[config.mk]
export PLATFORM = sky130hd
export DESIGN_NAME = fifo_drain_stage
export DESIGN_NICKNAME = d
export VERILOG_FILES = /design/src/rtl/fifo_drain_stage.sv
export SDC_FILE = /design/constraint.sdc
export NUM_CORES = 1
export LEC_CHECK = 0
export BUFFER_PORTS_ARGS = -buffer_cell sky130_fd_sc_hd__buf_2
export CORE_MARGIN = 2
export CORE_UTILIZATION = 51
export CTS_CLUSTER_DIAMETER = 150
export DETAILED_ROUTE_END_ITERATION = 10
export GPL_TIMING_DRIVEN = 1
export HOLD_SLACK_MARGIN = 0.08
export PLACE_DENSITY = 0.86
export SYNTH_ARGS = -nofsm -noshare
export SYNTH_HDL_FRONTEND = slang
export SYNTH_SLANG_ARGS = --single-unit
[constraint.sdc]
create_clock -name i_clk -period 1.6 [get_ports i_clk]
set_input_delay 0.24 -clock i_clk [delete_from_list [all_inputs] [get_ports i_clk]]
set_output_delay 0.24 -clock i_clk [all_outputs]
set_load 0.02 [all_outputs]
[src/rtl/fifo_drain_stage.sv]
// fifo_drain_stage: read-side consumer of the frontend command FIFO.
// Pops a show-ahead FIFO and presents each entry on a registered
// valid/ready stream through a 2-entry skid buffer. The FIFO pop
// request depends only on local occupancy, never on i_ready, so the
// downstream ready path stays off the FIFO rd_en path. Completed
// transfers are counted in a wrapping debug counter.
//
// Optional feature: define DRAIN_FLUSH_EN to add the i_flush input.
// It discards buffered entries without clearing the transfer counter.
module fifo_drain_stage #(
  parameter int DATA_WIDTH     = 4,
  parameter int XFER_CNT_WIDTH = 16
) (
  input  logic                      i_clk,
  input  logic                      i_rst_n,
  input  logic [DATA_WIDTH-1:0]     i_fifo_data,
  input  logic                      i_fifo_empty,
`ifdef DRAIN_FLUSH_EN
  input  logic                      i_flush,
`endif
  output logic                      o_fifo_rd_en,
  output logic                      o_valid,
  input  logic                      i_ready,
  output logic [DATA_WIDTH-1:0]     o_data,
  output logic [1:0]                o_occupancy,
  output logic [XFER_CNT_WIDTH-1:0] o_xfer_cnt
);

  // Occupancy of the skid buffer. Encoding 3 is illegal.
  typedef enum logic [1:0] {
    OCC_EMPTY = 2'd0,
    OCC_ONE   = 2'd1,
    OCC_FULL  = 2'd2
  } occ_e;

  occ_e                      occ_q, occ_d;
  logic [DATA_WIDTH-1:0]     slot0_q, slot0_d;
  logic [DATA_WIDTH-1:0]     slot1_q, slot1_d;
  logic                      valid_q, valid_d;
  logic [XFER_CNT_WIDTH-1:0] xfer_cnt_q, xfer_cnt_d;

  logic flush;
  logic pop_in;
  logic pop_out;

`ifdef DRAIN_FLUSH_EN
  assign flush = i_flush;
`else
  assign flush = 1'b0;
`endif

  // Pop whenever the FIFO has data and the buffer has room. Reset is
  // included so that no pop is requested while the stage is held in reset.
  assign pop_in  = i_rst_n && !i_fifo_empty && (occ_q != OCC_FULL) && !flush;
  assign pop_out = valid_q && i_ready;

  assign o_fifo_rd_en = pop_in;
  assign o_valid      = valid_q;
  assign o_data       = slot0_q;
  assign o_occupancy  = occ_q;
  assign o_xfer_cnt   = xfer_cnt_q;

  // Next-state logic for the skid buffer and the transfer counter.
  always_comb begin
    // NOTE: every output of this block gets a default first, so no
    // path through the case can leave a signal unassigned and infer a latch.
    occ_d      = occ_q;
    slot0_d    = slot0_q;
    slot1_d    = slot1_q;
    xfer_cnt_d = xfer_cnt_q;

    if (pop_out) begin
      xfer_cnt_d = xfer_cnt_q + 1'b1;
    end

    case (occ_q)
      OCC_EMPTY: begin
        if (pop_in) begin
          slot0_d = i_fifo_data;
          occ_d   = OCC_ONE;
        end
      end
      OCC_ONE: begin
        if (pop_in && !pop_out) begin
          slot1_d = i_fifo_data;
          occ_d   = OCC_FULL;
        end else if (pop_in && pop_out) begin
          // Streaming: the head leaves and the new entry replaces it.
          slot0_d = i_fifo_data;
        end else if (pop_out) begin
          occ_d   = OCC_EMPTY;
        end
      end
      OCC_FULL: begin
        // No pop is requested in FULL, so only a drain can happen.
        if (pop_out) begin
          slot0_d = slot1_q;
          occ_d   = OCC_ONE;
        end
      end
      default: begin
        // Illegal encoding: recover to a clean empty buffer.
        occ_d = OCC_EMPTY;
      end
    endcase

    if (flush) begin
      occ_d = OCC_EMPTY;
    end

    // o_valid is registered from the next occupancy.
    valid_d = (occ_d != OCC_EMPTY);
  end

  // State registers, cleared asynchronously by reset.
  always_ff @(posedge i_clk or negedge i_rst_n) begin
    if (!i_rst_n) begin
      // NOTE: the data slots are reset too, because o_data is observable
      // straight after reset and must read as zero.
      occ_q      <= OCC_EMPTY;
      slot0_q    <= '0;
      slot1_q    <= '0;
      valid_q    <= 1'b0;
      xfer_cnt_q <= '0;
    end else begin
      // NOTE: non-blocking assignments make every flop sample the
      // pre-edge values, independent of statement order.
      occ_q      <= occ_d;
      slot0_q    <= slot0_d;
      slot1_q    <= slot1_d;
      valid_q    <= valid_d;
      xfer_cnt_q <= xfer_cnt_d;
    end
  end

endmodule

==> After elaboration in Yosys (flattened, before gate mapping) <==
Index checks and enable logic that the tools add are counted.
{ "word_totals": {"inputBits": 8, "register_bits": 27, "out_inout_bits": 24, "wordCells": 36} }
{ "op_classes": {"add_sub_neg": 1, "eq_ne": 7, "mux": 11, "n_reduce_logical": 12} }
{ "ops": {"columns": ["cell", "count"], "rows": [
  ["adder 16 x 1 -> 16 bit, second input constant", 1],
  ["two-way mux 4 bit", 4],
  ["case mux 4 bit (3 select lines)", 1],
  ["two-way mux 2 bit", 5],
  ["!= test 2 bit, second input constant", 5],
  ["case mux 2 bit (3 select lines)", 1],
  ["logical AND 1 bit", 5],
  ["AND reduction 5 bit", 1],
  ["nonzero test 3 bit", 1],
  ["== test 2 x 1 -> 1 bit, second input constant", 1],
  ["== test 2 bit, second input constant", 1],
  ["logical NOT 1 bit", 2],
  ["logical NOT 2 bit", 1],
  ["AND reduction 2 bit", 1],
  ["nonzero test 2 bit", 1]
]} }

==> Logic depth before layout (Yosys ltp) <==
{ "depth": {"word_depth": 8, "mapped_depth": 5, "ltp_nobuf": 5} }

==> Least setup slack after synthesis <==
Ideal clock, no wire load.
{ "synth_timing": {"path_type": "flip-flop to flip-flop", "startpoint": "register occ_q[0], in the netlist o_occupancy[0]", "endpoint": "register slot0_q[0], in the netlist o_data[0]", "period_less_slack_ps": 1502, "setup_ps": 125, "path_slack_ps": 98, "stages_incl_launch_ff": 5, "arrival_ps": 1377, "t_required_ps": 1475, "n_path_buf": 0, "cell_sequence": "dfrtp_1 -> nand2b_4 -> o21ai_2 -> a31oi_4 -> mux2_2"} }
{ "synth_via": {"elab_chain_cells": 5, "elab_cells_between_ends": 14, "cone_classes": "7 x eq/ne; 1 x mux; 6 x reduce/logical"} }
{ "synth_lines": {"columns": ["item", "line", "rtl"], "rows": [
  ["from (decl)", "36", "occ_e occ_q, occ_d;"],
  ["from (signal assigned)", "120", "occ_q <= OCC_EMPTY;"],
  ["from (signal assigned)", "128", "occ_q <= occ_d;"],
  ["!= test 2 bit", "54", "assign pop_in = i_rst_n && !i_fifo_empty && (occ_q != OCC_FULL) && !flush;"],
  ["logical AND 1 bit", "54", null],
  ["logical AND 1 bit, on equally long branches", "87, 84", null],
  ["!= test 2 bit (no line)", null, null],
  ["AND reduction 5 bit (no line)", null, null],
  ["to (signal assigned)", "129", "slot0_q <= slot0_d;"],
  ["to (decl)", "37", "logic [DATA_WIDTH-1:0] slot0_q, slot0_d;"]
]} }
Several ways; a longest one is shown, not always the timed one.
A chain may end at the register's enable or synchronous reset.

==> Worst setup path in the final report <==
{ "layout_timing": {"startpoint": "input port i_rst_n", "endpoint": "output port o_fifo_rd_en"} }
{ "layout_via": {"elab_chain_cells": 2} }
{ "layout_lines": {"columns": ["item", "line", "rtl"], "rows": [
  ["from (decl)", "15", "input logic i_rst_n,"],
  ["logical AND 1 bit (2 in a row)", "54", null],
  ["to (decl)", "21", "output logic o_fifo_rd_en,"]
]} }
No other way between the ends.

==> impl_metrics.tcl <==
set metrics [dict create \
    status "finished, final reports clean" \
    timing.final.crit_share 0.948 \
    period_needed_ps 1520 \
    critPathMaxFanout 7 \
    synth_cell_type_count 26 \
    drt.antenna.violating_nets 0 \
    cts_sinks 27 \
    drt_iter0_markers 13 \
    worstPathCellList "dlygate4sd3_1 > buf_2 > nand2b_4 > nor2_1 > buf_2" \
    critPathTopFamily "buffers and inverters" \
    synth.top_cell.area_share 0.550 \
    grt_overflow 0 \
    relSlewSlack 0.775 \
    die_area_sq_mm 0.00282 \
    drc_errors 0 \
    p_leak_nw 0.744 \
    diodes 0 \
    cts_root_buf "clkbuf_4" \
    crit_type "input pin to output pin" \
    finalWorstSetupSlack_ps 83.5 \
    first_global_vias 916 \
    synth_area_leaders "dfrtp_1, xnor2_1, mux2_2" \
    final_common_cell "buf_2" \
    peakVddDrop_mv 1.23 \
    synth_edf_count 0 \
    drive_above_1_share 0.380 \
    fillers 207 \
    setup_viol 0 \
    combPwrFrac 0.367 \
    port_buffers 31 \
    p_sw_uw 900 \
    path_buf_inv 3 \
    finalMaxSlewViolations 0 \
    ys_async_sr_fraction 1.00 \
    setup_tns_ps 0 \
    cts_tree "yes" \
    ys.flop_type "dfrtp_1" \
    grt_pass1_wl_um 3920 \
    rrSetupSlack_ps 90 \
    post-dp-hpwl_um 1840 \
    crit_arrival_ps 1280 \
    wl_per_cell_um 14.4 \
    via_count 912 \
    total_power_mw 2.26 \
    synth_area_sq_mm 0.00123 \
    final_cell_mix "buf_2, dfrtp_1, nand2_1" \
    setup.worst_path.end_class "output pin" \
    core_sq_mm 0.00225 \
    ys_ff_latch 27 \
    cp_common_cell "buf_2" \
    cpPeakStageDelay_ps 520 \
    pre_cts_slack_ps 104 \
    cp-start-kind "input pin" \
    initial_utilization 0.544 \
    synthCells 104 \
    die_width_um 53.1 \
    yosysWarningCount 0 \
    max-cap-violations 0 \
    rows 17 \
    nets 152 \
    totalWireLength_um 2460 \
    synth.yosys.seq_area_share 0.550 \
    p_sw_frac 0.399 \
    max_freq_ghz 0.659 \
    worst_path_max_delay_cell "dlygate4sd3_1" \
    power_frac_seq 0.497 \
    clk_pin_slew_ps 150 \
    io_pins 32 \
    finalClockSkew_ps 3.11 \
    cp_data_required_time_ps 1360 \
    antenna_found_initial 0 \
    viasPerCell 5.36 \
    syn_nets 113 \
    htreeDepth 1 \
    postCtsSetupBuffers 0 \
    grt_max_degree 28 \
    post-synth-top-area-cell "dfrtp_1" \
    worst_hold_path_type "input pin to register" \
    die_y_um 53.1 \
    syn_avg_cell_area_sq_um 11.8 \
    rsz0062_at_grt "false" \
    syn2layout_area_growth_pct 20.7 \
    finalHoldViolCount 0 \
    clk_latency_ps 330 \
    grt_use_total 0.199 \
    intPower_mw 1.36 \
    pwr-share-clk 0.136 \
    p_per_area_mw_per_mm2 1520 \
    cts_made_buffers 3 \
    place_congestion 0.703 \
    dr.pass1.iters 4 \
    tightest_slew_ps 338 \
    clockBufferDepth 2 \
]
==> layout make-up <==
cell class	instances	area, sq um	share of cell area
clock buffers	3	22.5	0.0152
well taps	28	35.0	0.0236
repair buffers	35	188	0.127
flip-flops and latches	27	677	0.457
clock inverters	1	7.51	0.00507
multi-input cells	76	552	0.372
==> cell usage after synthesis (2+ instances only) <==
master / n
dfrtp_1: 27
nand2_1: 18
xnor2_1: 11
mux2_2: 7
nand4_1: 5
nand3_1: 4
nor2_1: 4
xor2_1: 4
and4_1: 3
a21oi_1: 2
mux2_1: 2
nand2b_4: 2
o21ai_0: 2
==> worst register-to-register path, delay by kind of cell (launching register included) <==
| kind | cells | cell delay [ps] |
|---|---|---|
| AO/OA/AOI/OAI | 2 | 320 |
| flip-flops | 1 | 520 |
| AND/OR/NAND/NOR | 1 | 210 |
| multiplexers | 1 | 360 |
==> power by group through the flow <==
stage / combinational, mW / sequential (mW) / clock (mW)
after floorplan: 0.376 / 1.27 / 0
after CTS: 0.836 / 1.11 / 0.318
after detailed placement: 0.833 / 1.13 / 0
after global placement: 0.810 / 1.10 / 0
after global routing: 0.902 / 1.15 / 0.335
final: 0.828 / 1.12 / 0.307
==> registers in the layout, summed over array words and instances, names as in the netlist <==
register / count
o_occupancy: 2
o_valid: 1
slot1_q: 4
o_xfer_cnt: 16
o_data: 4
==> per-stage QoR <==
stage	hold WS, ps	area (sq um)	utilization	cells
after floorplan	-55.6	1230	-	104
after global placement	327	1440	0.637	165
after detailed placement	328	1440	0.637	165
after CTS	143	1480	0.654	170
after global routing	156	1480	0.657	170
final	153	1480	0.657	170
==> worst paths after layout <==
| kind | start | end | cells past startpoint |
|---|---|---|---|
| min in group asynchronous | i_rst_n | o_xfer_cnt[11]$_DFFE_PN0P_ | 3 |
| max reg2reg | o_occupancy[0]$_DFF_PN0_ | o_data[0]$_DFFE_PN0P_ | 4 |
| min reg2reg | o_xfer_cnt[15]$_DFFE_PN0P_ | o_xfer_cnt[15]$_DFFE_PN0P_ | 1 |
| max | i_rst_n | o_fifo_rd_en | 5 |
| min | i_fifo_data[2] | slot1_q[2]$_DFFE_PN0P_ | 2 |
| max in group asynchronous | i_rst_n | o_occupancy[1]$_DFF_PN0_ | 3 |
==> repair_timing <==
action                                 4_1_cts  5_1_grt
gates resized for setup                      0        2
endpoints found under the hold margin       27        0
hold buffers                                 1        0
setup endpoints to repair                    0        2
==> cell families (layout without fill, tap and decap cells) <==
kind of cell               after synthesis  count (layout)  synth area share
and+or+nand+nor                         42              42             0.188
DFF                                     27              27             0.550
xor gates and xnor gates                15              15             0.107
adders and majority gates                1               1            0.0102
muxes                                    9               9            0.0826
AOI/OAI and AO/OA                        9               9            0.0581
buffers and inverters                    1              39           0.00407
==> metal layers <==
metal | vias to the layer above | GRT usage | wire length, um
met3 | 4 | 0.0282 | 111
met5 | - | 0 | 0
li1 | 432 | - | -
met2 | 26 | 0.356 | 1300
met4 | 0 | 0.0940 | 31
met1 | 450 | 0.231 | 1010
(Power assumes the default switching activity.)
